$ cat src/rtl/conv_mac_feeder_if.sv
// conv_mac_feeder_if: control, SRAM-read, MAC-lane and ofmap-write signals of the conv MAC feeder.
interface conv_mac_feeder_if #(
    parameter int IFM_AW = 6,
    parameter int WGT_AW = 4,
    parameter int OFM_AW = 6
);
    logic                     start;
    logic signed [7:0]        bias;
    logic                     busy;
    logic                     done;
    logic        [IFM_AW-1:0] ifm_addr;
    logic signed [7:0]        ifm_rdata;
    logic        [WGT_AW-1:0] wgt_addr;
    logic signed [7:0]        wgt_rdata;
    logic                     mac_rstn;
    logic                     mac_enable;
    logic                     mac_only_add;
    logic signed [7:0]        mac_din_a;
    logic signed [7:0]        mac_din_b;
    logic signed [7:0]        mac_dout;
    logic                     ofm_valid;
    logic                     ofm_ready;
    logic        [OFM_AW-1:0] ofm_addr;
    logic signed [7:0]        ofm_data;
    modport master (
        input  start, bias, ifm_rdata, wgt_rdata, mac_dout, ofm_ready,
        output busy, done, ifm_addr, wgt_addr, mac_rstn, mac_enable, mac_only_add,
               mac_din_a, mac_din_b, ofm_valid, ofm_addr, ofm_data
    );
    modport slave (
        output start, bias, ifm_rdata, wgt_rdata, mac_dout, ofm_ready,
        input  busy, done, ifm_addr, wgt_addr, mac_rstn, mac_enable, mac_only_add,
               mac_din_a, mac_din_b, ofm_valid, ofm_addr, ofm_data
    );
endinterface

$ cat src/rtl/conv_mac_feeder.sv
// conv_mac_feeder: drives one signed MAC lane through a stride-1 valid 2-D convolution,
// per output pixel: clear, bias, K*K taps, then hand the quantized result to the ofmap buffer.
module conv_mac_feeder #(
    parameter int K      = 3,
    parameter int IMG_W  = 8,
    parameter int IMG_H  = 8,
    parameter int IFM_AW = 6,
    parameter int WGT_AW = 4,
    parameter int OFM_AW = 6
) (
    input logic clk,
    input logic rstn,
    conv_mac_feeder_if.master bus
);
    localparam int OW = IMG_W - K + 1;
    localparam int OH = IMG_H - K + 1;
    localparam int CW = 8;
    typedef enum logic [2:0] {IDLE, CLEAR, BIAS, MAC, OUT, DONE} state_t;
    state_t        r_state;
    logic [CW-1:0] r_ox, r_oy, r_kx, r_ky, r_t;
    logic          w_last_tap, w_kx_wrap, w_ox_wrap, w_last_px, w_issue;
    assign w_last_tap = r_t == CW'(K * K - 1);
    assign w_kx_wrap  = r_kx == CW'(K - 1);
    assign w_ox_wrap  = r_ox == CW'(OW - 1);
    assign w_last_px  = w_ox_wrap && r_oy == CW'(OH - 1);
    // r_kx/r_ky run one tap ahead of r_t so the synchronous SRAMs return tap t during MAC tap t
    assign w_issue    = r_state == BIAS || (r_state == MAC && !w_last_tap);
    assign bus.busy         = r_state != IDLE && r_state != DONE;
    assign bus.done         = r_state == DONE;
    assign bus.mac_rstn     = rstn && r_state != CLEAR;
    assign bus.mac_enable   = r_state == BIAS || r_state == MAC;
    assign bus.mac_only_add = r_state == BIAS;
    assign bus.mac_din_a    = r_state == MAC ? bus.ifm_rdata : r_state == BIAS ? bus.bias : 8'sd0;
    assign bus.mac_din_b    = r_state == MAC ? bus.wgt_rdata : 8'sd0;
    assign bus.ifm_addr     = w_issue ? IFM_AW'((32'(r_oy) + 32'(r_ky)) * IMG_W + 32'(r_ox) + 32'(r_kx)) : '0;
    assign bus.wgt_addr     = w_issue ? WGT_AW'(32'(r_ky) * K + 32'(r_kx)) : '0;
    assign bus.ofm_valid    = r_state == OUT;
    assign bus.ofm_addr     = r_state == OUT ? OFM_AW'(32'(r_oy) * OW + 32'(r_ox)) : '0;
    assign bus.ofm_data     = r_state == OUT ? bus.mac_dout : 8'sd0;
    always_ff @(posedge clk) begin
        if (!rstn) begin
            r_state <= IDLE;
            r_ox    <= '0;
            r_oy    <= '0;
            r_kx    <= '0;
            r_ky    <= '0;
            r_t     <= '0;
        end else begin
            case (r_state)
                IDLE: if (bus.start) begin
                    r_state <= CLEAR;
                    r_ox    <= '0;
                    r_oy    <= '0;
                end
                CLEAR: begin
                    r_state <= BIAS;
                    r_kx    <= '0;
                    r_ky    <= '0;
                end
                BIAS, MAC: begin
                    r_kx    <= w_kx_wrap ? '0 : r_kx + 1'b1;
                    r_ky    <= w_kx_wrap ? r_ky + 1'b1 : r_ky;
                    r_t     <= r_state == BIAS ? '0 : r_t + 1'b1;
                    r_state <= (r_state == MAC && w_last_tap) ? OUT : MAC;
                end
                OUT: if (bus.ofm_ready) begin
                    r_state <= w_last_px ? DONE : CLEAR;
                    r_ox    <= w_ox_wrap ? '0 : r_ox + 1'b1;
                    r_oy    <= w_ox_wrap ? r_oy + 1'b1 : r_oy;
                end
                DONE:    r_state <= IDLE;
                default: r_state <= IDLE;
            endcase
        end
    end
endmodule

$ cat src/flat_wrapper.sv
// flat-port wrapper written by rule: the top's interface ports become plain ports
module conv_mac_feeder_flat 
#(
    parameter int K      = 3,
    parameter int IMG_W  = 8,
    parameter int IMG_H  = 8,
    parameter int IFM_AW = 6,
    parameter int WGT_AW = 4,
    parameter int OFM_AW = 6
)
  (clk, rstn, bus_start, bus_bias, bus_ifm_rdata, bus_wgt_rdata, bus_mac_dout, bus_ofm_ready, bus_busy, bus_done, bus_ifm_addr, bus_wgt_addr, bus_mac_rstn, bus_mac_enable, bus_mac_only_add, bus_mac_din_a, bus_mac_din_b, bus_ofm_valid, bus_ofm_addr, bus_ofm_data);
  conv_mac_feeder_if #(.IFM_AW(IFM_AW), .WGT_AW(WGT_AW), .OFM_AW(OFM_AW)) bus_i ();
  input logic clk;
  input logic rstn;
  input wire logic [$bits(bus_i.start)-1:0] bus_start;
  input wire logic [$bits(bus_i.bias)-1:0] bus_bias;
  input wire logic [$bits(bus_i.ifm_rdata)-1:0] bus_ifm_rdata;
  input wire logic [$bits(bus_i.wgt_rdata)-1:0] bus_wgt_rdata;
  input wire logic [$bits(bus_i.mac_dout)-1:0] bus_mac_dout;
  input wire logic [$bits(bus_i.ofm_ready)-1:0] bus_ofm_ready;
  output wire logic [$bits(bus_i.busy)-1:0] bus_busy;
  output wire logic [$bits(bus_i.done)-1:0] bus_done;
  output wire logic [$bits(bus_i.ifm_addr)-1:0] bus_ifm_addr;
  output wire logic [$bits(bus_i.wgt_addr)-1:0] bus_wgt_addr;
  output wire logic [$bits(bus_i.mac_rstn)-1:0] bus_mac_rstn;
  output wire logic [$bits(bus_i.mac_enable)-1:0] bus_mac_enable;
  output wire logic [$bits(bus_i.mac_only_add)-1:0] bus_mac_only_add;
  output wire logic [$bits(bus_i.mac_din_a)-1:0] bus_mac_din_a;
  output wire logic [$bits(bus_i.mac_din_b)-1:0] bus_mac_din_b;
  output wire logic [$bits(bus_i.ofm_valid)-1:0] bus_ofm_valid;
  output wire logic [$bits(bus_i.ofm_addr)-1:0] bus_ofm_addr;
  output wire logic [$bits(bus_i.ofm_data)-1:0] bus_ofm_data;
  assign bus_i.start = bus_start;
  assign bus_i.bias = bus_bias;
  assign bus_i.ifm_rdata = bus_ifm_rdata;
  assign bus_i.wgt_rdata = bus_wgt_rdata;
  assign bus_i.mac_dout = bus_mac_dout;
  assign bus_i.ofm_ready = bus_ofm_ready;
  assign bus_busy = bus_i.busy;
  assign bus_done = bus_i.done;
  assign bus_ifm_addr = bus_i.ifm_addr;
  assign bus_wgt_addr = bus_i.wgt_addr;
  assign bus_mac_rstn = bus_i.mac_rstn;
  assign bus_mac_enable = bus_i.mac_enable;
  assign bus_mac_only_add = bus_i.mac_only_add;
  assign bus_mac_din_a = bus_i.mac_din_a;
  assign bus_mac_din_b = bus_i.mac_din_b;
  assign bus_ofm_valid = bus_i.ofm_valid;
  assign bus_ofm_addr = bus_i.ofm_addr;
  assign bus_ofm_data = bus_i.ofm_data;
  conv_mac_feeder #(.K(K), .IMG_W(IMG_W), .IMG_H(IMG_H), .IFM_AW(IFM_AW), .WGT_AW(WGT_AW), .OFM_AW(OFM_AW)) u_core (.clk(clk), .rstn(rstn), .bus(bus_i));
endmodule
$ cat config.mk
export PLATFORM = sky130hd
export DESIGN_NAME = conv_mac_feeder_flat
export DESIGN_NICKNAME = d
export VERILOG_FILES = /design/src/rtl/conv_mac_feeder_if.sv /design/src/rtl/conv_mac_feeder.sv /design/src/flat_wrapper.sv
export SDC_FILE = /design/constraint.sdc
export NUM_CORES = 1
export LEC_CHECK = 0
export CORE_UTILIZATION = 45
export DETAILED_ROUTE_END_ITERATION = 10
export PLACE_DENSITY = 0.8
export SLEW_MARGIN = 10
export SYNTH_ARGS = -nofsm -noshare
export SYNTH_HDL_FRONTEND = slang
export SYNTH_SLANG_ARGS = --single-unit
$ cat constraint.sdc
create_clock -name clk -period 6.2 [get_ports clk]
set_input_delay 1.24 -clock clk [delete_from_list [all_inputs] [get_ports clk]]
set_output_delay 1.24 -clock clk [all_outputs]
set_load 0.01 [all_outputs]
* After elaboration in Yosys (flattened, before gate mapping) *
Index checks and enable logic that the tools add are counted.

word-level totals
  output and inout port bits = 46
  word-level logic and storage cells = 74
  bits in registers = 43
  input port bits = 36

operators by class
  equal/unequal tests = 15
  reduce and logical (&&, ||, !) cells = 17
  multiply operators = 2
  muxes and demuxes = 24
  $add $sub $neg = 10

operators by type and width
  operator                                                                 number
  8-bit two-way mux                                                        12
  8-bit one-hot mux with 2 select lines                                    4
  8-bit by 1-bit adder with 8-bit output, second input constant            5
  6-bit adder                                                              3
  8-bit by 3-bit == test with 1-bit output, second input constant          2
  3-bit two-way mux                                                        4
  6-bit two-way mux                                                        2
  3-bit one-hot mux with 4 select lines                                    1
  8-bit by 2-bit == test with 1-bit output, second input constant          1
  8-bit by 4-bit == test with 1-bit output, second input constant          1
  8-bit by 2-bit multiplier with 4-bit output, second input constant       1
  8-bit by 2-bit multiplier with 5-bit output, second input constant       1
  3-bit by 2-bit == test with 1-bit output, second input constant          2
  3-bit == test, second input constant                                     2
  1-bit logical AND                                                        5
  4-bit adder                                                              1
  4-bit two-way mux                                                        1
  2-bit by 1-bit inequality test with 1-bit output, second input constant  2
  2-bit inequality test, second input constant                             2
  2-bit AND reduction                                                      2
  4-bit AND reduction                                                      1
  2-bit nonzero test                                                       2
  3-bit adder                                                              1
  3-bit by 1-bit == test with 1-bit output, second input constant          1
  other kinds (8)                                                          9

* Longest topological paths before layout *
  depth after elaboration = 5
  gate-level depth with buffers = 9
  gate-level depth less buffers = 9

* Least setup slack after synthesis *
No wires, ideal clock.

  path kind = flip-flop to output port
  start = reg u_core.r_ky[0]
  end = out bus_ifm_addr[5]
  path slack = 2.678 ns
  buffers on the path = 0
  arrival time = 2.282 ns
  required time = 4.960 ns
  stages on the path, launching flop included = 10
  cells stage by stage = dfxtp_1 > ha_1 > inv_1 > fa_1 > fa_1 > inv_1 > ha_1 > a21oi_1 > xnor2_1 > nor2_1

between the ends
  cells in the longest elaborated chain, start to end = 4

RTL lines
  what                       line                   RTL
  start, declared            conv_mac_feeder.sv:20  logic [CW-1:0] r_ox, r_oy, r_kx, r_ky, r_t;
  start signal, assigned     conv_mac_feeder.sv:62  r_ky <= w_kx_wrap ? r_ky + 1'b1 : r_ky;
  3-bit adder                conv_mac_feeder.sv:35  assign bus.ifm_addr = w_issue ? IFM_AW'((32'(r_oy) + 32'(r_ky)) * IMG_W + 32'(r_ox) + 32'(r_kx)) : '0;
  6-bit adder (2 in series)  conv_mac_feeder.sv:35
  6-bit two-way mux          conv_mac_feeder.sv:35
  end, declared              flat_wrapper.sv:23     output wire logic [$bits(bus_i.ifm_addr)-1:0] bus_ifm_addr;

No other way between the ends.

* Worst setup path in the final report *
  start = in rstn
  end = out bus_mac_rstn

between the ends
  cells in the longest elaborated chain, start to end = 1

RTL lines
  what               line                   RTL
  start, declared    flat_wrapper.sv:14     input logic rstn;
  1-bit logical AND  conv_mac_feeder.sv:30  assign bus.mac_rstn = rstn && r_state != CLEAR;
  end, declared      flat_wrapper.sv:25     output wire logic [$bits(bus_i.mac_rstn)-1:0] bus_mac_rstn;

No other way between the ends.

==> run_results.csv <==
group,metric,value,unit
yosys,synth-compound-area-share,15.9,%
global_route,grt_overflow,0,
sta,setup_violations,0,
cells_and_area,area_growth,29.8,%
cells_and_area,ff_latch_area,781,um^2
yosys,synth.mux.area_fraction,4.13,%
clock_tree,clk_path_buf_depth,2,
cells_and_area,fillers,606,
clock_tree,clkTransAtPathRegs,0.08,ns
die,core,0.00679,mm^2
die,start_util,46.8,%
route,vias,3063,
power_and_ir_drop,p_leak,1.61,nW
die,die_x,86.0,um
yosys,synth.avg_cell_area,8.11,um^2
yosys,yosys.area_share.simple,26.2,%
worst_setup_path,cp_data_arrival_time,3.34,ns
route,avgRoutedWirePerCell,14.5,um
sta,setup_ws,1.62,ns
clock_tree,clock-root-buffer,"clkbuf_8",
clock_tree,cts_buffers,5,
cells_and_area,multi_input_area,0.00222,mm^2
clock_tree,clock_latency,0.29,ns
die,die_area,0.00740,mm^2
yosys,synth_xor_area_share,7.05,%
route,drt_iter0_drc,164,
route,wirelength,8.13,mm
yosys,synth_edf_count,0,
yosys,post-synth-top-count-cell,"dfxtp_1",
route,route.detailed.drc,0,
min_path,whs_path_depth,2,
worst_setup_path,cp_max_fo,15,
route,vias_per_cell,5.47,
global_route,grt_first_pass_wirelength,13.3,mm
yosys,syn_area,0.00318,mm^2
worst_setup_path,cp-end-kind,"output port",
power_and_ir_drop,p_comb_share,22.9,%
placed_design,io_buffers,81,
yosys,synth_cell_types,52,
job,maxCapViolCount,0,
cells_and_area,nets,536,
yosys,syn_nets,465,
sta,rsz0062_at_grt,"false",
clock_tree,postCtsSetupBuffers,0,
placed_design,preCtsSetupSlack,1.65,ns
yosys,synth-adder-area-share,16.7,%
min_path,min_path_type,"register to register",
yosys,ys.flop_type,"dfxtp_1",
sta,finalSetupTns,0,ns
yosys,ys_async_sr_fraction,0,%
yosys,synth_largest_area_cell,"dfxtp_1",
placed_design,gp_congestion,0.871,
status,status,"complete, no violations",
die,die_y,86.0,um
clock_tree,cts.htree.levels,2,
route,ant_nets,0,
yosys,ys_top_cells_by_area,"dfxtp_1, ha_1, fa_1",
die,io_pins,82,
sta,slew_headroom,22.3,%
sta,drv_slew,0,
placed_design,dp_hpwl,6.16,mm
sta,hold_viol_final,0,
yosys,ys_seq_area_share,24.6,%
worst_setup_path,startpoint_type,"primary input",
sta,finalCritPeriodShare,73.8,%
sta,fin_crit,4.58,ns
yosys,ys_top_cells_by_count,"dfxtp_1, nor2_1, ha_1, nand2_1, inv_1",
sta,fmax,219,MHz
global_route,grt_pass1_vias,2817,
worst_setup_path,crit_type,"primary input to output port",
yosys,yosysWarningCount,0,
cells_and_area,antenna_cells,0,
worst_setup_path,r2r_cells,5,
clock_tree,cts_hold_buf,0,
yosys,synth_top_family_by_area,"simple AND/OR/NAND/NOR gates",
clock_tree,post_cts_resized,0,
power_and_ir_drop,seqPwrFrac,47.4,%
die,num_rows,30,
power_and_ir_drop,power_density,139,mW/mm^2
cells_and_area,drive_gt1_share,3.88,%
yosys,netlist.area_leader.share,24.6,%
yosys,syn_inst,392,
yosys,ys_ff_latch,39,
global_route,grt_antenna_before_repair,0,
sta,worst-slew-pin-transition,1.16,ns
clock_tree,clock_sinks,39,
power_and_ir_drop,p_switching,0.176,mW
global_route,grt_usage,22.4,%
global_route,grt_max_degree,34,
power_and_ir_drop,vdd_drop_max,0.100,mV
clock_tree,cts_tree,"built",
power_and_ir_drop,intPower,0.399,mW
power_and_ir_drop,pwr-share-clk,29.8,%
sta,finClkSkew,0.0117,ns
power_and_ir_drop,p_sw_share,30.6,%
route,drt-pass1-iter-count,4,
worst_setup_path,critPathRequiredTime,4.96,ns
==> metrics by stage <==
step	utilization (%)	hold slack (ns)	instance area, um^2	std cells	total power [mW]
2_1_floorplan	-	0.447	3180	392	0.346
3_3_place_gp	59.5	0.467	4040	552	0.404
3_5_place_dp	59.5	0.481	4040	552	0.409
4_1_cts	60.7	0.492	4130	560	0.576
5_1_grt	60.7	0.507	4130	560	0.603
6_report	60.7	0.486	4130	560	0.575
==> path summary, 6_finish.rpt <==
check	startpoint	to	slack (ns)
setup reg to reg	u_core.r_state[2]	u_core.r_t[0]	3.56
setup / recovery	rstn	bus_mac_rstn	1.62
hold reg to reg	u_core.r_oy[7]	u_core.r_oy[7]	0.49
hold / removal	u_core.r_oy[7]	u_core.r_oy[7]	0.49
==> registers in the layout, indices dropped and copies added (netlist names) <==
signal / cells
u_core.r_ox: 8
u_core.r_oy: 8
u_core.r_state: 3
u_core.r_kx: 8
u_core.r_t: 8
u_core.r_ky: 4
==> cell families (layout without fill, tap and decap cells) <==
group / count (synthesis) / count (layout)
AO/OA/AOI/OAI: 81 / 81
flip-flops: 39 / 39
AND/OR/NAND/NOR: 154 / 154
buffers and inverters: 44 / 116
adder cells (fa/ha/maj): 37 / 37
multiplexers: 13 / 13
XOR/XNOR: 24 / 24
==> per-layer routing <==
| layer | routed length, um | global-route usage [%] | share of wire (%) | vias up |
|---|---|---|---|---|
| met4 | 52 | 4.09 | 0.64 | 0 |
| met3 | 408 | 4.04 | 5.0 | 8 |
| met1 | 3720 | 30.3 | 46 | 1445 |
| met5 | 0 | 0 | 0 | - |
| met2 | 3940 | 37.5 | 49 | 87 |
| li1 | - | - | - | 1523 |
==> cells in the final DEF, fill, tap and decap left out, types with 10 or more instances in the layout <==
cell type,Yosys,layout
clkdlybuf4s50_1,0,81
dfxtp_1,39,39
nor2_1,32,32
nand2_1,28,28
ha_1,28,28
inv_1,26,26
a21oi_1,21,21
o21ai_0,20,20
xnor2_1,19,19
and3_1,18,18
nand3_1,13,13
mux2i_1,12,12
nor3_1,10,10
==> critical path, cell delays in order <==
cell	delay (ns)
clkdlybuf4s50_1	0.76
inv_1	0.37
nor2_1	0.35
clkdlybuf4s50_1	0.61
==> power by group through the flow <==
stage / sequential (mW) / combinational (mW) / clock (mW)
detailed placement: 0.278 / 0.130 / 0
floorplan: 0.269 / 0.0769 / 0
CTS: 0.272 / 0.131 / 0.172
finish: 0.273 / 0.131 / 0.171
global placement: 0.278 / 0.127 / 0
global route: 0.274 / 0.144 / 0.185
==> final cells by class <==
type	instances	share of cell area, %
multi-input cells	309	53.9
clock inverters	2	0.303
clock buffers	6	1.76
inverters	26	2.37
flip-flops and latches	39	18.9
repair buffers	82	19.8
well taps	96	2.91
No activity file was read; power rests on OpenSTA's default activity.
